### config.mk
export PLATFORM = sky130hd
export DESIGN_NAME = bake_m_frame_tx
export DESIGN_NICKNAME = d
export VERILOG_FILES = /design/src/rtl/bake_m_frame_tx.sv
export SDC_FILE = /design/constraint.sdc
export NUM_CORES = 1
export LEC_CHECK = 0
export CAP_MARGIN = 20
export CORE_ASPECT_RATIO = 1.75
export CORE_MARGIN = 5
export CORE_UTILIZATION = 42
export CTS_CLUSTER_DIAMETER = 200
export DETAILED_ROUTE_END_ITERATION = 12
export HOLD_SLACK_MARGIN = 0.15
export MAX_ROUTING_LAYER = met4
export PLACE_DENSITY = 0.68
export SLEW_MARGIN = 30
export SYNTH_ARGS = -nofsm -noshare
export SYNTH_HDL_FRONTEND = slang
export SYNTH_SLANG_ARGS = --single-unit
### constraint.sdc
create_clock -name clk_fs -period 2.8 [get_ports clk_fs]
set_input_delay 0.28 -clock clk_fs [delete_from_list [all_inputs] [get_ports clk_fs]]
set_output_delay 0.28 -clock clk_fs [all_outputs]
set_load 0.1 [all_outputs]
### src/rtl/bake_m_frame_tx.sv
// bake_m_frame_tx: QPSK transmit frame generator.
// Each frame is a 13-chip Barker preamble followed by FRAME_LEN-13 payload
// symbols drawn from a 10-bit x^10+x^7+1 m-sequence, one symbol per SPS clocks.
// Optional macro BAKE_TX_AUTO_REPEAT_EN: start held high on the last-symbol
// edge chains straight into the next frame with no idle gap.
module bake_m_frame_tx #(
  parameter int          FRAME_LEN = 1027,
  parameter int          SPS       = 2,
  parameter logic [9:0]  SEED      = 10'h3FF
) (
  input  logic        clk_fs,
  input  logic        rst_n,
  input  logic        start,
  output logic [1:0]  bit_tx,
  output logic        sym_en,
  output logic        busy,
  output logic        frame_done,
  output logic [10:0] sym_cnt
);

  typedef enum logic [1:0] {IDLE, PRE, PAY} state_t;

  localparam int          DW       = $clog2(SPS);
  localparam logic [12:0] BARKER   = 13'b1010110011111; // bit i = chip i
  localparam logic [DW-1:0] DIV_LAST = DW'(SPS - 1);
  localparam logic [10:0] LAST_SYM = 11'(FRAME_LEN - 1);
  localparam logic [10:0] LAST_PRE = 11'd12;

  state_t          state;
  logic [DW-1:0]   div;
  logic [9:0]      lfsr;
  logic [9:0]      lfsr_s1;
  logic [9:0]      lfsr_s2;
  logic [1:0]      pay_sym;
  logic [10:0]     sym_nxt;
  logic [3:0]      bidx;
  logic            chip;
  logic            chip0;
  logic            sym_last;
  logic            frame_last;

  // Two LFSR steps looked ahead so a whole payload symbol loads in one edge
  always_comb begin
    lfsr_s1    = {lfsr[8:0], lfsr[9] ^ lfsr[6]};
    lfsr_s2    = {lfsr_s1[8:0], lfsr_s1[9] ^ lfsr_s1[6]};
    pay_sym    = {lfsr[9], lfsr_s1[9]};
    sym_nxt    = sym_cnt + 11'd1;
    bidx       = sym_nxt[3:0];
    chip       = BARKER[bidx];
    chip0      = BARKER[0];
    sym_last   = (div == DIV_LAST);
    frame_last = sym_last && (sym_cnt == LAST_SYM);
  end

  // Frame sequencer: divider, symbol counter, preamble/payload selection
  always_ff @(posedge clk_fs or negedge rst_n) begin
    if (!rst_n) begin
      state      <= IDLE;
      div        <= '0;
      lfsr       <= SEED;
      bit_tx     <= '0;
      sym_en     <= 1'b0;
      busy       <= 1'b0;
      frame_done <= 1'b0;
      sym_cnt    <= '0;
    end else begin
      sym_en     <= 1'b0;
      frame_done <= 1'b0;
      case (state)
        IDLE: begin
          if (start) begin
            state   <= PRE;
            busy    <= 1'b1;
            sym_cnt <= '0;
            div     <= '0;
            lfsr    <= SEED;
            bit_tx  <= {chip0, chip0};
            sym_en  <= 1'b1;
          end
        end
        PRE, PAY: begin
          if (frame_last) begin
            frame_done <= 1'b1;
            sym_cnt    <= '0;
            div        <= '0;
`ifdef BAKE_TX_AUTO_REPEAT_EN
            if (start) begin
              state  <= PRE;
              lfsr   <= SEED;
              bit_tx <= {chip0, chip0};
              sym_en <= 1'b1;
            end else begin
              state  <= IDLE;
              busy   <= 1'b0;
              bit_tx <= '0;
            end
`else
            state  <= IDLE;
            busy   <= 1'b0;
            bit_tx <= '0;
`endif
          end else if (sym_last) begin
            div     <= '0;
            sym_cnt <= sym_nxt;
            sym_en  <= 1'b1;
            if (state == PRE && sym_cnt != LAST_PRE) begin
              bit_tx <= {chip, chip};
            end else begin
              state  <= PAY;
              bit_tx <= pay_sym;
              lfsr   <= lfsr_s2;
            end
          end else begin
            div <= div + DW'(1);
          end
        end
        default: state <= IDLE;
      endcase
    end
  end

endmodule

==> reports/qor.txt, run 1 <==
outcome = finished, final reports clean
Main synth FF type = dfrtp_1
final setup margin = 0.2913 ns
clk_lat worst skew = 0.28 ns
post-synthesis sequential area ratio = 47.05%
crit share post-route = 89.60%
Starting Density = 43.24%
Cells after Synth = 152
total gr overflow = 0
WL final = 3587 um
synth warn = 0
Slew HR = 58.33%
Setup TNS = 0 ns
WP data arrival = 2.71 ns
routability congestion estimate = 0.7935
count leader, synth = dfrtp_1
HP Class = primary input to async pin
Num CTS Buffers = 5
Via Count = 1241
H-tree depth = 2
FF-to-FF setup slack = 0.29 ns
Setup crit end = lfsr[5]
DP Wirelength = 2765 um
maximum operating frequency = 0.3986 GHz
largest cells by area after synthesis = dfrtp_1, dfstp_2, ha_1
PwrDens = 1240 mW/mm^2
Yosys top cell by area = dfrtp_1
P&R area growth vs syn = 19.06%
final setup fails = 0
post_cts resized = 0
Required @ worst endpoint = 3.00 ns
Clock Tree Buf Depth = 2
Sequential cell area = 738.2 sq um
Core Util, Final = 51.48%
RSZ-0062 raised after global routing = false
Hold Fails Final Rpt = 0
mapped cell area = 0.001569 sq mm
FF-to-FF Start = sym_cnt[7]
initial antenna violation count = 0
Max Slew Vio Count = 0
Nets = 184
First-pass DRT Iterations = 4
fin crit period = 2.509 ns
1st-iter DRT viols = 24
DRC = 0
Reg2Reg Depth = 5
maximum VDD drop = 0.0005587 V
register bit total from synthesis = 29
vias per cell = 5.590
die footprint = 0.005106 sq mm
terminus of the critical flop-to-flop path = lfsr[5]
Routed Antenna Nets = 0
CTS clk-pin slew, worst paths = 0.06 ns
ratio of cells with drive above 1 in the final layout = 25.57%
Post-synth EDFFs = 0
CTS tree = yes
Setup CP Type = register to register
Netlist cell types = 41
Mapped Avg Cell Area = 10.32 sq um
Post-CTS Hold Buffers = 0
Pwr Total = 2316 uW
crit path launch = sym_cnt[7]
# diodes = 0
first-pass GRT wire length = 6161 um
Synth Net Count = 161
Static Leak = 0.0007778 uW
clock skew = 0.003771 ns
Max-Cap Viols = 0
DP Worst Slack = 0.3297 ns
Worst Tran Pin Value = 0.6164 ns
Routed WL per cell = 16.16 um
number of global-route vias before repair = 1317
Port Buf Inserts = 18
clk sinks = 29
row cnt = 29
Synth top cells by count = dfrtp_1, nor2_1, dfstp_2
pin count of the biggest net entering global routing = 30
Core Region = 0.003628 sq mm
Max FO, Critical Path = 10
Die Y = 90.86 um
die span in x = 56.20 um
Yosys top cell area share = 30.30%
crit end category = register
Filler cells = 340
Setup Buffers After CTS = 0
Root Buffer = clkbuf_8
area of the multi-input gates = 778.2 sq um
Setup crit start kind = register
FFs w/ async S/R, synth = 100.0%
# IOs = 19
Global Route Usage Sum = 16.09%
area by class of cell:
| class | count | share of cell area [%] |
|---|---|---|
| Clock buffer | 7 | 5.157 |
| Clock inverter | 1 | 0.2679 |
| Inverter | 6 | 1.206 |
| Multi-Input combinational cell | 111 | 41.66 |
| Sequential cell | 29 | 39.52 |
| Tap cell | 46 | 3.081 |
| Timing Repair Buffer | 22 | 9.109 |
layer usage:
layer / wire [um] / up-vias / track usage (%)
li1: - / 602 / -
met1: 1386 / 611 / 16.41
met2: 2010 / 20 / 27.93
met3: 92 / 8 / 4.149
met4: 96 / 0 / 7.921
met5: 0 / - / -
through the flow:
| stage | hold WS, ns | area, sq um | std cells |
|---|---|---|---|
| final | 0.3844 | 1868 | 222 |
| after global routing | 0.4165 | 1868 | 222 |
| after CTS | 0.3988 | 1868 | 222 |
| after detailed placement | 0.5065 | 1767 | 214 |
| after global placement | 0.5013 | 1767 | 214 |
| after floorplan | -0.01559 | 1569 | 152 |
worst max-delay path, stage by stage (launching register included):
cell and delay, ns:
dfrtp_1 0.46, or4_4 0.58, o41ai_4 0.48, a21oi_2 0.12, or3_1 0.52, o22a_1 0.27
flip-flops by register name, indices dropped and copies added, names as in the netlist:
name and flops:
div 1, frame_done 1, sym_cnt 11, sym_en 1
busy 1, lfsr 10, bit_tx 2, state 2
how the worst min path moves through the flow:
stage                       to  cells past startpoint    start
finish              sym_cnt[0]                      2    rst_n
detailed placement     lfsr[7]                      1  lfsr[7]
global route        sym_cnt[0]                      2    rst_n
global placement       lfsr[3]                      1  lfsr[3]
floorplan            bit_tx[0]                      0    rst_n
CTS                 sym_cnt[0]                      2    rst_n
where the power goes:
part / internal, uW / switching (uW)
Clock: 222 / 154
Combinational: 417 / 828
Sequential: 567 / 129
logic make-up after synthesis:
family | Yosys count | share of synthesized area, %
AND/OR/NAND/NOR | 57 | 19.94
AO/OA/AOI/OAI | 35 | 17.38
flip-flops | 29 | 47.05
buffers and inverters | 12 | 3.349
XOR/XNOR | 11 | 6.140
adder cells (fa/ha/maj) | 6 | 4.785
multiplexers | 2 | 1.356
cells in the final DEF (no fill, tap or decap), types with 3 or more instances in the layout:
master,netlist,routed
dfrtp_1,19,19
o21ai_0,9,9
inv_1,6,6
nand4b_1,3,3
nand4_1,3,3
nor3_1,5,5
clkbuf_8,0,7
ha_1,6,6
nand3_1,6,6
o22a_1,8,8
nand2_1,9,9
a21oi_1,3,3
nor2_1,14,14
or3_1,3,3
xor2_1,6,6
dfstp_2,10,10
nand2b_1,3,3
buf_4,0,20
xnor2_1,5,5
Note: power is estimated with default switching activity, not from simulation.
==> run 2, diff against run 1 <==
--- a/config.mk
+++ b/config.mk
@@ -10,6 +10,7 @@
 export CORE_MARGIN = 5
 export CORE_UTILIZATION = 42
 export CTS_CLUSTER_DIAMETER = 200
+export CTS_CLUSTER_SIZE = 25
 export DETAILED_ROUTE_END_ITERATION = 12
 export HOLD_SLACK_MARGIN = 0.15
 export MAX_ROUTING_LAYER = met4
==> constraint.sdc (replaced) <==
create_clock -name clk_fs -period 2.77 [get_ports clk_fs]
set_input_delay 0.277 -clock clk_fs [delete_from_list [all_inputs] [get_ports clk_fs]]
set_output_delay 0.277 -clock clk_fs [all_outputs]
set_load 0.1 [all_outputs]
==> reports/qor.txt, run 2 (synthesis results as in run 1) <==
clk sinks = 29 (unchanged)
row cnt = 29 (unchanged)
Sequential cell area = 738.2 sq um (unchanged)
crit share post-route = 84.31% (was 89.60%)
DRC = 0 (unchanged)
ratio of cells with drive above 1 in the final layout = 25.99% (was 25.57%)
Max-Cap Viols = 0 (unchanged)
Setup crit start kind = register (unchanged)
Global Route Usage Sum = 15.71% (was 16.09%)
maximum operating frequency = 0.4282 GHz (was 0.3986 GHz)
WHS = 0.3748 ns (was 0.3844 ns)
Largest regs = sym_cnt (11), lfsr (10) (unchanged)
Required @ worst endpoint = 2.98 ns (was 3.00 ns)
Pwr Total = 2305 uW (was 2316 uW)
Nets = 185 (was 184)
clk_lat worst skew = 0.28 ns (about the same)
outcome = finished, final reports clean (unchanged)
Setup TNS = 0 ns (unchanged)
CTS clk-pin slew, worst paths = 0.06 ns (about the same)
Setup Buffers After CTS = 0 (unchanged)
Routed Antenna Nets = 0 (unchanged)
vias per cell = 5.709 (was 5.590)
Starting Density = 43.24% (unchanged)
Largest register FFs = 11 (unchanged)
Filler cells = 344 (was 340)
Static Leak = 0.0007720 uW (was 0.0007778 uW)
initial antenna violation count = 0 (unchanged)
# diodes = 0 (unchanged)
1st-iter DRT viols = 41 (was 24)
post_cts resized = 0 (unchanged)
HP Class = primary input to async pin (unchanged)
Worst Tran Pin Value = 0.5879 ns (was 0.6164 ns)
Die Y = 90.86 um (unchanged)
die span in x = 56.20 um (unchanged)
WL final = 3371 um (was 3587 um)
Max FO, Critical Path = 10 (unchanged)
Routed WL per cell = 15.12 um (was 16.16 um)
clock skew = 0.005438 ns (was 0.003771 ns)
Slew HR = 60.26% (was 58.33%)
maximum VDD drop = 0.0007413 V (was 0.0005587 V)
DP Wirelength = 2605 um (was 2765 um)
Hold Fails Final Rpt = 0 (unchanged)
routability congestion estimate = 0.7843 (was 0.7935)
Clock Tree Buf Depth = 2 (unchanged)
most frequent cells in the layout = buf_4, dfrtp_1, nor2_1 (unchanged)
# IOs = 19 (unchanged)
first-pass GRT wire length = 6279 um (was 6161 um)
Via Count = 1273 (was 1241)
Core Region = 0.003628 sq mm (unchanged)
First-pass DRT Iterations = 4 (unchanged)
total gr overflow = 0 (unchanged)
Num CTS Buffers = 5 (unchanged)
Setup CP Type = register to register (unchanged)
Max Slew Vio Count = 0 (unchanged)
pin count of the biggest net entering global routing = 30 (unchanged)
WP data arrival = 2.55 ns (was 2.71 ns)
area of the multi-input gates = 778.2 sq um (unchanged)
placed cell count = 215 (was 214)
Reg with most FFs = sym_cnt (unchanged)
H-tree depth = 2 (unchanged)
Port Buf Inserts = 18 (unchanged)
Post-CTS Hold Buffers = 0 (unchanged)
Root Buffer = clkbuf_8 (unchanged)
crit end category = register (unchanged)
CTS tree = yes (unchanged)
die footprint = 0.005106 sq mm (unchanged)
PwrDens = 1239 mW/mm^2 (was 1240 mW/mm^2)
commonest non-fill, non-tap cell in the layout = buf_4 (unchanged)
P&R area growth vs syn = 18.58% (was 19.06%)
Core Util, Final = 51.28% (was 51.48%)
RSZ-0062 raised after global routing = false (unchanged)
fin crit period = 2.335 ns (was 2.509 ns)
final non-filler cell total = 223 (was 222)
number of global-route vias before repair = 1317 (unchanged)
final setup fails = 0 (unchanged)
-- run 2: cell types whose count changed in the layout (fill, tap and decap cells not counted) --
cell,before,now
clkinv_2,1,2
buf_4,20,21
clkinvlp_4,0,1
clkbuf_8,7,5
-- run 2: stage by stage --
stage | instance area (sq um) | setup WS, ns
after floorplan | 1569 | 0.02956
after global placement | 1774 | 0.5284
after detailed placement | 1774 | 0.4627
after CTS | 1861 | 0.4365
after global routing | 1861 | 0.2979
final | 1861 | 0.4347
-- run 2: where the power goes --
part           total (uW)  internal, uW  switching (uW)
combinational        1270           432             841
clock                 333           173             161
sequential            699           573             126
total                2310          1180            1130
-- run 2: metal layers --
metal	up-vias	GRT usage [%]	part of all wire [%]
met5	-	-	0
met4	0	7.525	2.5
met3	7	3.720	3.9
met2	27	26.95	55
met1	641	16.62	39
li1	598	-	-
-- run 2: cell type report --
type | instances | area share, %
tap | 46 | 3.093
timing repair buffer | 23 | 9.549
inverter | 6 | 1.210
sequential | 29 | 39.68
clock buffer | 5 | 3.699
multi-input combinational | 111 | 41.83
clock inverter | 3 | 0.9415
-- run 2: path summary, 6_finish.rpt --
path | from | endpoint | slack [ns] | depth (start not counted)
worst max-delay path | sym_cnt[7] | lfsr[4] | 0.43 | 5
worst min-delay path | rst_n | bit_tx[0] | 0.37 | 2
worst max register to register | sym_cnt[7] | lfsr[4] | 0.43 | 5
worst min register to register | lfsr[7] | lfsr[7] | 0.51 | 1
max in group asynchronous | rst_n | lfsr[9] | 2.09 | 2
min in group clk_fs | lfsr[7] | lfsr[7] | 0.51 | 1
-- run 2: worst max-delay path, cell delays in order, from the launching register on --
cell     delay [ns]
dfrtp_1        0.44
or4_4          0.58
o41ai_4        0.36
a21oi_2        0.11
or3_1          0.51
o22a_1         0.26
